`src/rtl/ahb_dly_pkg.sv`:
```
// Shared AHB encodings, FSM state type and burst-length lookup for the delay injector.
package ahb_dly_pkg;

    localparam logic [1:0] HTRANS_IDLE   = 2'b00;
    localparam logic [1:0] HTRANS_BUSY   = 2'b01;
    localparam logic [1:0] HTRANS_NONSEQ = 2'b10;
    localparam logic [1:0] HTRANS_SEQ    = 2'b11;

    localparam logic [2:0] HBURST_SINGLE = 3'b000;
    localparam logic [2:0] HBURST_INCR   = 3'b001;
    localparam logic [2:0] HBURST_WRAP4  = 3'b010;
    localparam logic [2:0] HBURST_INCR4  = 3'b011;
    localparam logic [2:0] HBURST_WRAP8  = 3'b100;
    localparam logic [2:0] HBURST_INCR8  = 3'b101;
    localparam logic [2:0] HBURST_WRAP16 = 3'b110;
    localparam logic [2:0] HBURST_INCR16 = 3'b111;

    typedef enum logic [1:0] {
        ST_IDLE  = 2'd0,
        ST_HOLD  = 2'd1,
        ST_ISSUE = 2'd2,
        ST_PASS  = 2'd3
    } dly_state_e;

    typedef struct packed {
        logic [31:0] haddr;
        logic [2:0]  hburst;
        logic [3:0]  hprot;
        logic [2:0]  hsize;
        logic [1:0]  htrans;
        logic        hwrite;
    } ahb_aphase_t;

    // Beats still to come after the first one; INCR is open-ended and reports 0.
    function automatic logic [3:0] burst_beats(input logic [2:0] hburst);
        case (hburst)
            HBURST_WRAP4,  HBURST_INCR4:  return 4'd3;
            HBURST_WRAP8,  HBURST_INCR8:  return 4'd7;
            HBURST_WRAP16, HBURST_INCR16: return 4'd15;
            default:                      return 4'd0;
        endcase
    endfunction

endpackage

```
`src/rtl/ahb_dly_counter.sv`:
```
// Loadable down-counter timing the HOLD phase; done flags the last hold cycle.
module ahb_dly_counter
    import ahb_dly_pkg::*;
#(
    parameter int CNT_W = 16
) (
    input  logic             cpu_clk,
    input  logic             cpu_rst,
    input  logic             load,
    input  logic             dec,
    input  logic [CNT_W-1:0] load_val,
    output logic             done
);

    logic [CNT_W-1:0] cnt_q;

    always_ff @(posedge cpu_clk) begin
        if (cpu_rst) begin
            cnt_q <= '0;
        end else if (load) begin
            cnt_q <= load_val;
        end else if (dec && (cnt_q != '0)) begin
            cnt_q <= cnt_q - CNT_W'(1);
        end
    end

    assign done = (cnt_q == CNT_W'(1));

endmodule

```
`src/rtl/ahb_delay_inject.sv`:
```
// AHB address-phase delay injector: holds NONSEQ transfers hitting a configured window
// for a programmable number of cycles before issuing them downstream.
module ahb_delay_inject
    import ahb_dly_pkg::*;
#(
    parameter int NUM_RGN  = 2,
    parameter int CNT_W    = 16,
    parameter int DLY_WR   = 0,
    parameter int PROT_CHK = 1
) (
    input  logic                     cpu_clk,
    input  logic                     cpu_rst,
    input  logic [31:0]              biu_pad_haddr,
    input  logic [2:0]               biu_pad_hburst,
    input  logic [3:0]               biu_pad_hprot,
    input  logic [2:0]               biu_pad_hsize,
    input  logic [1:0]               biu_pad_htrans,
    input  logic                     biu_pad_hwrite,
    input  logic                     pad_biu_hready,
    input  logic                     delay_en,
    input  logic [NUM_RGN*32-1:0]    rgn_base,
    input  logic [NUM_RGN*32-1:0]    rgn_mask,
    input  logic [NUM_RGN*CNT_W-1:0] rgn_dly,
    output logic [31:0]              fifo_pad_haddr,
    output logic [2:0]               fifo_pad_hburst,
    output logic [3:0]               fifo_pad_hprot,
    output logic [2:0]               fifo_pad_hsize,
    output logic [1:0]               fifo_pad_htrans,
    output logic                     fifo_pad_hwrite,
    output logic                     fifo_biu_hready,
    output logic                     dly_busy,
    output logic [15:0]              dly_total
);

    function automatic logic [15:0] sat_inc(input logic [15:0] v);
        return (v == 16'hFFFF) ? v : v + 16'd1;
    endfunction

    dly_state_e       state_q, state_d;
    logic [3:0]       beats_q, beats_d;
    ahb_aphase_t      up_ph, lat_q, out_ph;
    logic             win_hit;
    logic [CNT_W-1:0] win_dly;
    logic             prot_ok, dir_ok;
    logic             pass_done, open_win, capture;
    logic             cnt_load, cnt_dec, cnt_done;

    assign up_ph = '{haddr:  biu_pad_haddr,  hburst: biu_pad_hburst,
                     hprot:  biu_pad_hprot,  hsize:  biu_pad_hsize,
                     htrans: biu_pad_htrans, hwrite: biu_pad_hwrite};

    // Walk downwards so the lowest-index hit is the one left standing.
    always_comb begin
        win_hit = 1'b0;
        win_dly = '0;
        for (int i = NUM_RGN - 1; i >= 0; i--) begin
            if ((biu_pad_haddr & rgn_mask[i*32 +: 32]) == rgn_base[i*32 +: 32]) begin
                win_hit = 1'b1;
                win_dly = rgn_dly[i*CNT_W +: CNT_W];
            end
        end
    end

    assign prot_ok = (PROT_CHK == 0) || biu_pad_hprot[3];
    assign dir_ok  = !biu_pad_hwrite || (DLY_WR != 0);

    // A PASS cycle that ends the burst behaves as IDLE, so a fresh NONSEQ can be captured at once.
    assign pass_done = (state_q == ST_PASS) &&
                       ((beats_q == 4'd0) || (lat_q.hburst == HBURST_INCR) ||
                        (pad_biu_hready && ((biu_pad_htrans == HTRANS_IDLE) ||
                                            (biu_pad_htrans == HTRANS_NONSEQ))));
    assign open_win  = (state_q == ST_IDLE) || pass_done;
    assign capture   = open_win && delay_en && (biu_pad_htrans == HTRANS_NONSEQ) &&
                       pad_biu_hready && dir_ok && prot_ok && win_hit && (win_dly != '0);

    always_comb begin
        state_d         = state_q;
        beats_d         = beats_q;
        cnt_load        = 1'b0;
        cnt_dec         = 1'b0;
        out_ph          = up_ph;
        fifo_biu_hready = pad_biu_hready;
        case (state_q)
            ST_HOLD: begin
                out_ph.htrans   = HTRANS_IDLE;
                fifo_biu_hready = 1'b0;
                cnt_dec         = 1'b1;
                if (cnt_done) state_d = ST_ISSUE;
            end
            ST_ISSUE: begin
                out_ph          = lat_q;
                fifo_biu_hready = 1'b0;
                if (pad_biu_hready) begin
                    state_d = ST_PASS;
                    beats_d = burst_beats(lat_q.hburst);
                end
            end
            ST_PASS: begin
                if (pass_done) begin
                    state_d = ST_IDLE;
                    beats_d = '0;
                end else if (pad_biu_hready && (biu_pad_htrans == HTRANS_SEQ)) begin
                    beats_d = beats_q - 4'd1;
                    if (beats_q == 4'd1) state_d = ST_IDLE;
                end
            end
            default: ;
        endcase
        if (capture) begin
            state_d       = ST_HOLD;
            cnt_load      = 1'b1;
            out_ph.htrans = HTRANS_IDLE;
        end
    end

    always_ff @(posedge cpu_clk) begin
        if (cpu_rst) begin
            state_q   <= ST_IDLE;
            beats_q   <= '0;
            lat_q     <= '0;
            dly_total <= '0;
        end else begin
            state_q <= state_d;
            beats_q <= beats_d;
            if (capture) begin
                lat_q     <= up_ph;
                dly_total <= sat_inc(dly_total);
            end
        end
    end

    ahb_dly_counter #(.CNT_W(CNT_W)) u_cnt (
        .cpu_clk  (cpu_clk),
        .cpu_rst  (cpu_rst),
        .load     (cnt_load),
        .dec      (cnt_dec),
        .load_val (win_dly),
        .done     (cnt_done)
    );

    assign fifo_pad_haddr  = out_ph.haddr;
    assign fifo_pad_hburst = out_ph.hburst;
    assign fifo_pad_hprot  = out_ph.hprot;
    assign fifo_pad_hsize  = out_ph.hsize;
    assign fifo_pad_htrans = out_ph.htrans;
    assign fifo_pad_hwrite = out_ph.hwrite;
    assign dly_busy        = (state_q != ST_IDLE);

endmodule

```
`config.mk`:
```
export PLATFORM = sky130hd
export DESIGN_NAME = ahb_delay_inject
export DESIGN_NICKNAME = d
export VERILOG_FILES = /design/src/rtl/ahb_dly_pkg.sv /design/src/rtl/ahb_dly_counter.sv /design/src/rtl/ahb_delay_inject.sv
export SDC_FILE = /design/constraint.sdc
export NUM_CORES = 1
export LEC_CHECK = 0
export BUFFER_PORTS_ARGS = -buffer_cell sky130_fd_sc_hd__buf_4
export CELL_PAD_IN_SITES_DETAIL_PLACEMENT = 1
export CELL_PAD_IN_SITES_GLOBAL_PLACEMENT = 2
export CORE_MARGIN = 3
export CORE_UTILIZATION = 26
export CTS_CLUSTER_DIAMETER = 200
export DETAILED_ROUTE_END_ITERATION = 8
export PLACE_DENSITY = 0.86
export SLEW_MARGIN = 5
export SYNTH_ARGS = -nofsm -noshare
export SYNTH_HDL_FRONTEND = slang
export SYNTH_SLANG_ARGS = --single-unit
```
`constraint.sdc`:
```
create_clock -name cpu_clk -period 2.6 [get_ports cpu_clk]
set_input_delay 0.13 -clock cpu_clk [delete_from_list [all_inputs] [get_ports cpu_clk]]
set_output_delay 0.13 -clock cpu_clk [all_outputs]
set_load 0.01 [all_outputs]
```
# [Word-level counts from Yosys, hierarchy flattened]
# Index checks and enable logic that the tools add are counted.
# Widths: inputs -> output; s select.
[word_totals] reg_bits=83 inputBits=209 word_cells=102 output_inout_bits=63
[classes] eq_ne=25 n_mux=25 reduce_logical=35 n_bitwise=3 n_addsub=3
[op_table] operator="$and 32x32->32" count=2
[op_table] operator="$eq 32x32->1" count=2
[op_table] operator="$mux 16" count=4
[op_table] operator="$mux 42" count=1
[op_table] operator="$reduce_bool 16->1" count=2
[op_table] operator="$add 16x1->16 const B" count=1
[op_table] operator="$eq 16x1->1 const B" count=1
[op_table] operator="$eq 16x16->1 const B" count=1
[op_table] operator="$sub 16x1->16 const B" count=1
[op_table] operator="$eq 3x3->1 const B" count=4
[op_table] operator="$mux 2" count=6
[op_table] operator="$mux 4" count=3
[op_table] operator="$pmux 4 s3" count=1
[op_table] operator="$logic_and 1x1->1" count=11
[op_table] operator="$reduce_and 5->1" count=2
[op_table] operator="$reduce_or 2->1" count=5
[op_table] operator="$eq 2x2->1 const B" count=4
[op_table] operator="$ne 4x3->1 const B" count=2
[op_table] operator="$pmux 4 s2" count=1
[op_table] operator="$mux 1" count=7
[op_table] operator="$eq 3x2->1 const B" count=2
[op_table] operator="$ne 3x2->1 const B" count=2
[op_table] operator="$ne 3x3->1 const B" count=2
[op_table] operator="$pmux 2 s3" count=1
[op_table] operator="16 further kinds" count=23

# [Logic depth before layout (Yosys ltp)]
[logic_depth] depth_word=15 ltp_mapped=12

# [Hierarchy]
# From an unflattened synthesis, not the netlist that was laid out.
[unflattened] hier_cells=764 hier_area_um2=5905.7
[by_module_without_submodules] mod="ahb_delay_inject" cells_per_inst=644 instances=1 area_per_inst_um2=4894.7
[by_module_without_submodules] mod="ahb_dly_counter" cells_per_inst=120 instances=1 area_per_inst_um2=1011.0

# [Worst setup path before layout]
# No wires, ideal clock.
[synth_path] path_type="register to output" start="reg state_q[0]" end="out fifo_pad_htrans[0]" path_stages_with_launch=11 t_arrival_ns=2.025 slack_ns=0.445 n_path_buf=3 cell_sequence="dfxtp_1 > inv_1 > ha_1 > o211ai_1 > a41oi_1 > and2_4 > a31o_1 > buf_4 > buf_6 > buf_4 > o22ai_1"
[synth_via] elab_chain_cells=11 elab_cells_between_ends=15 classes_between="3 x eq/ne; 2 x mux; 10 x reduce/logical"
[synth_lines] item="start, declared" line_no="ahb_delay_inject.sv:39" text="dly_state_e state_q, state_d;"
[synth_lines] item="start signal, assigned" line_no="ahb_delay_inject.sv:123" text="state_q <= state_d;"
[synth_lines] item="$eq 2x2->1" line_no="ahb_delay_inject.sv:68" text="assign pass_done = (state_q == ST_PASS) &&"
[synth_lines] item="$logic_and 1x1->1" line_no="ahb_delay_inject.sv:68"
[synth_lines] item="$logic_or 1x1->1" line_no="ahb_delay_inject.sv:72" text="assign open_win = (state_q == ST_IDLE) || pass_done;"
[synth_lines] item="$logic_and 1x1->1 (3 in series)" line_no="ahb_delay_inject.sv:73" text="assign capture = open_win && delay_en && (biu_pad_htrans == HTRANS_NONSEQ) &&"
[synth_lines] item="$logic_and 1x1->1 (4 in series)" line_no="ahb_delay_inject.sv:74" text="pad_biu_hready && dir_ok && prot_ok && win_hit && (win_dly != '0);"
[synth_lines] item="$mux 2 (*)" line_no="ahb_delay_inject.sv:109" text="if (capture) begin"
[synth_lines] item="end, declared" line_no="ahb_delay_inject.sv:28" text="output logic [1:0] fifo_pad_htrans,"
# Every way passes the cells marked *; elsewhere a longest branch is shown, timed or not.

# [Worst setup path in the final report]
[layout_path] start="in biu_pad_haddr[12]" end="out fifo_pad_htrans[0]"
[layout_via] elab_chain_cells=7 elab_cells_between_ends=12 classes_between="2 x eq/ne; 5 x mux; 2 x bitwise; 3 x reduce/logical"
[layout_lines] item="start, declared" line_no="ahb_delay_inject.sv:13" text="input logic [31:0] biu_pad_haddr,"
[layout_lines] item="$and 32x32->32" line_no="ahb_delay_inject.sv:57" text="if ((biu_pad_haddr & rgn_mask[i*32 +: 32]) == rgn_base[i*32 +: 32]) begin"
[layout_lines] item="$eq 32x32->1" line_no="ahb_delay_inject.sv:57"
[layout_lines] item="$mux 16 or $mux 1 (tied branches) (2 in series)" line_no="ahb_delay_inject.sv:57"
[layout_lines] item="$reduce_bool 16->1 or $logic_and 1x1->1 (tied branches)" line_no="ahb_delay_inject.sv:74"
[layout_lines] item="$logic_and 1x1->1 (*)" line_no="ahb_delay_inject.sv:74"
[layout_lines] item="$mux 2 (*)" line_no="ahb_delay_inject.sv:109"
# Marked as above.

==> key figures <==
Setup path
  – WP data required: 2.47 ns
  – R2R cell count: 11
  – Worst setup path class: primary input to primary output
  – Worst setup EP type: primary output
  – Slowest CP cell: nor4_4
  – Worst path bufs/invs: 4
  – CP Cell Sequence: buf_4 > a21o_1 > a211oi_2 > buf_4 > nand4_1 > nor4_4 > and2_4 > a31o_4 > buf_12 > o22ai_4 > buf_4
  – Reg-to-Reg Start: state_q[1]
  – Critical path launch point type: primary input
  – Crit path largest cell delay: 0.46 ns
  – Most frequent cell on the critical path: buf_4
  – Crit path DAT: about 2.4 ns
  – Critical path peak fanout: 16
  – Worst Setup SP: biu_pad_haddr[12]
  – CP top delay family: simple AND/OR/NAND/NOR gates
  – Critical path depth: 11

Route
  – Top Metal Used: met4
  – WL/cell: approximately 19 µm
  – DR WL met3: approximately 1.6 mm
  – Via density: between 5 and 6
  – Initial DRT Pass Iterations: 4
  – Routed WL: about 23 mm
  – Antenna-violating nets left: 0
  – Initial DRC Count: between 150 and 200
  – Via Count: 6180
  – WL met1: 9.51 mm
  – DRC violations left: 0
  – DR WL met2: between 10 and 15 mm

Placement
  – GP Congestion: 0.814
  – HPWL after DPL: about 19 mm
  – IO buf count: 271
  – Worst slack at placement: -0.199 ns
  – Placed cell areas: 8160 µm²

Clock tree
  – TritonCTS buffer count: 9
  – Clock Tree Root: clkbuf_16
  – Worst-path clk slew: about 0.070 ns
  – H-Tree Depth: 3
  – Hold_buf cts: 0
  – CTS tree: built
  – Worst-Skew Late Latency: about 0.34 ns
  – CTS sink count: 83
  – Clock Tree Buf Depth: 2

Logic synthesis
  – Synth top area share: 29.5%
  – Netlist cell types: 56
  – Post-synth top area cell: dfxtp_1
  – Post-synthesis register bit count: 83
  – Sequential share of the synthesized area: between 20% and 30%
  – Synth area leaders: dfxtp_1 (30%), mux2_2 (8.8%), mux2i_1 (7.8%), nor2_1 (5.9%), and3_1 (4.1%)
  – Ys Warns: 0
  – Synth async-reset ratio: 0%
  – EDFF count, synth: 0
  – Ys flop type: dfxtp_1
  – Syn Area/Cell: about 8.5 µm²
  – Synthesized area: around 5600 µm²
  – Synth Net Count: approximately 900
  – Gate Count Post-Synth: ~660

Timing
  – Setup repair after global routing missed its margin: true
  – Final Hold Violating Endpoints: 0
  – Worst slew pin tran: 0.659 ns
  – PnR worst setup slack: around 0.10 ns
  – Fmax: roughly 400 MHz
  – Fin crit period: between 2 and 2.5 ns
  – Period utilization: a little over nine tenths
  – Skew final: ~0.0070 ns
  – Final setup TNS: 0 ns
  – Final setup vio count: 0
  – Final slew viol count: 0
  – Worst relative slew slack: between 50 and 60%

Global route
  – Largest net degree at the start of global routing: 55
  – Number of global-route vias before repair: ~6500
  – Initial antenna violation count: 0
  – Grt total ovfl: 0
  – First-pass GRT wire length: between 30 and 40 mm
  – All-Layer GR Usage: roughly a fifth

Die
  – Top-Level Pins: 272
  – Die area: between 20000 and 25000 µm²
  – Initial Utilization: 26.6%
  – Die X: 153 µm
  – Die height: 153 µm
  – Core footprint: ~21000 µm²
  – Row cnt: between 50 and 60

Power
  – Total power: between 3 and 4 mW
  – Lkg Pwr: 3.75 nW
  – Peak VDD IR: between 0.2 and 0.3 mV
  – Power Dens Cells: around 450 nW/µm²

Final layout
  – Most common cell after layout, fill and taps aside: buf_4
  – ANT cells: 0
  – Fin area: ~8500 µm²
  – Most frequent cells in the layout: buf_4 (292), nor2_1 (87), dfxtp_1 (81)
  – Layout area overhead: 51.3%
  – Fin nets: between 1000 and 1500
  – Filler Cell Count: about 2500
  – Share of layout cells above drive strength 1: 41.0%

Hold path
  – Hold depth: 3
  – Hold path start: biu_pad_hsize[1]
  – Tightest Hold Check Type: primary input to flop

Outcome
  – Run status: finished clean

Run
  – Max Cap Viol: 0
## state kept, by name, summed over array words and instances, names as in the netlist
signal,count
u_cnt.cnt_q,16
state_q,2
lat_q,45
beats_q,4
dly_total,16
## power breakdown
group          leakage [nW]  internal (mW)  switching (mW)  total [mW]
clock network         0.130          0.663           0.537        1.20
registers             0.669           1.29          0.0127        1.30
logic                  2.95          0.736           0.619        1.36
total                  3.75           2.69            1.17        3.86
## worst register-to-register path, stage by stage, from the launching register on
cell	delay, ns
dfxtp_2	0.33
inv_1	0.11
ha_1	0.19
o211ai_1	0.09
buf_4	0.16
buf_4	0.14
buf_4	0.15
and4bb_2	0.32
o21ai_2	0.10
buf_4	0.18
or3_1	0.34
a21oi_1	0.14
## per-layer routing
| layer | GRT usage, % | vias to the layer above |
|---|---|---|
| met2 | 34.2 | 191 |
| met1 | 22.6 | 2924 |
| li1 | - | 3042 |
| met5 | 0 | - |
| met3 | 4.78 | 23 |
| met4 | 5.73 | 0 |
## worst paths after layout
path	to	slack, ns
hold reg to reg	lat_q[0]	0.46
setup / recovery	fifo_pad_htrans[0]	0.10
hold / removal	lat_q[4]	0.03
setup reg to reg	dly_total[10]	0.29
## synthesized netlist by cell type, drive strengths merged (3+ instances only)
library cell and count:
a211oi 32, a21boi 16, a21o 16, a21oi 45
a22oi 16, a31oi 4, and2 3, and3 37
and3b 16, buf 14, clkbuf 14, dfxtp 83
ha 9, inv 11, mux2 46, mux2i 44
nand2 17, nand2b 3, nand3 23, nand4 14
nor2 88, nor2b 5, nor3 5, nor4 13
o211ai 3, o21ai 15, o22a 19, or2 5
or3 6, xnor2 8, xor2 10
## stage by stage
step | hold WS (ns) | cells | utilization (%)
2_1_floorplan | 0.277 | 659 | -
6_report | 0.0270 | 1221 | 40.3
3_3_place_gp | 0.373 | 1203 | 38.6
3_5_place_dp | 0.380 | 1203 | 38.6
5_1_grt | 0.0513 | 1221 | 40.3
4_1_cts | 0.0109 | 1220 | 40.0
## repair_timing
action,in CTS,in global routing
gates cloned,0,1
resized for setup,3,7
setup endpoints to repair,2,3
buffers inserted,2,0
pin swaps,0,4
## cell families (layout without fill, tap and decap cells)
logic type,count (synthesis),in the layout,share of synthesized area [%]
adder cells (fa/ha/maj),9,9,2.00
buffers and inverters,39,326,3.33
flip-flops,83,83,29.5
AND/OR/NAND/NOR,244,244,23.3
multiplexers,90,90,17.0
XOR/XNOR,18,18,2.80
AO/OA/AOI/OAI,176,176,22.0
## cell type report
type	count	area, µm²	share of cell area [%]
well taps	275	344	4.04
clock buffers	10	239	2.81
inverters	11	41.3	0.485
repair buffers	300	2360	27.7
multi-input cells	537	3840	45.1
flip-flops and latches	83	1660	19.5
clock inverters	5	30.0	0.352
Note: power is estimated with default switching activity, not from simulation.
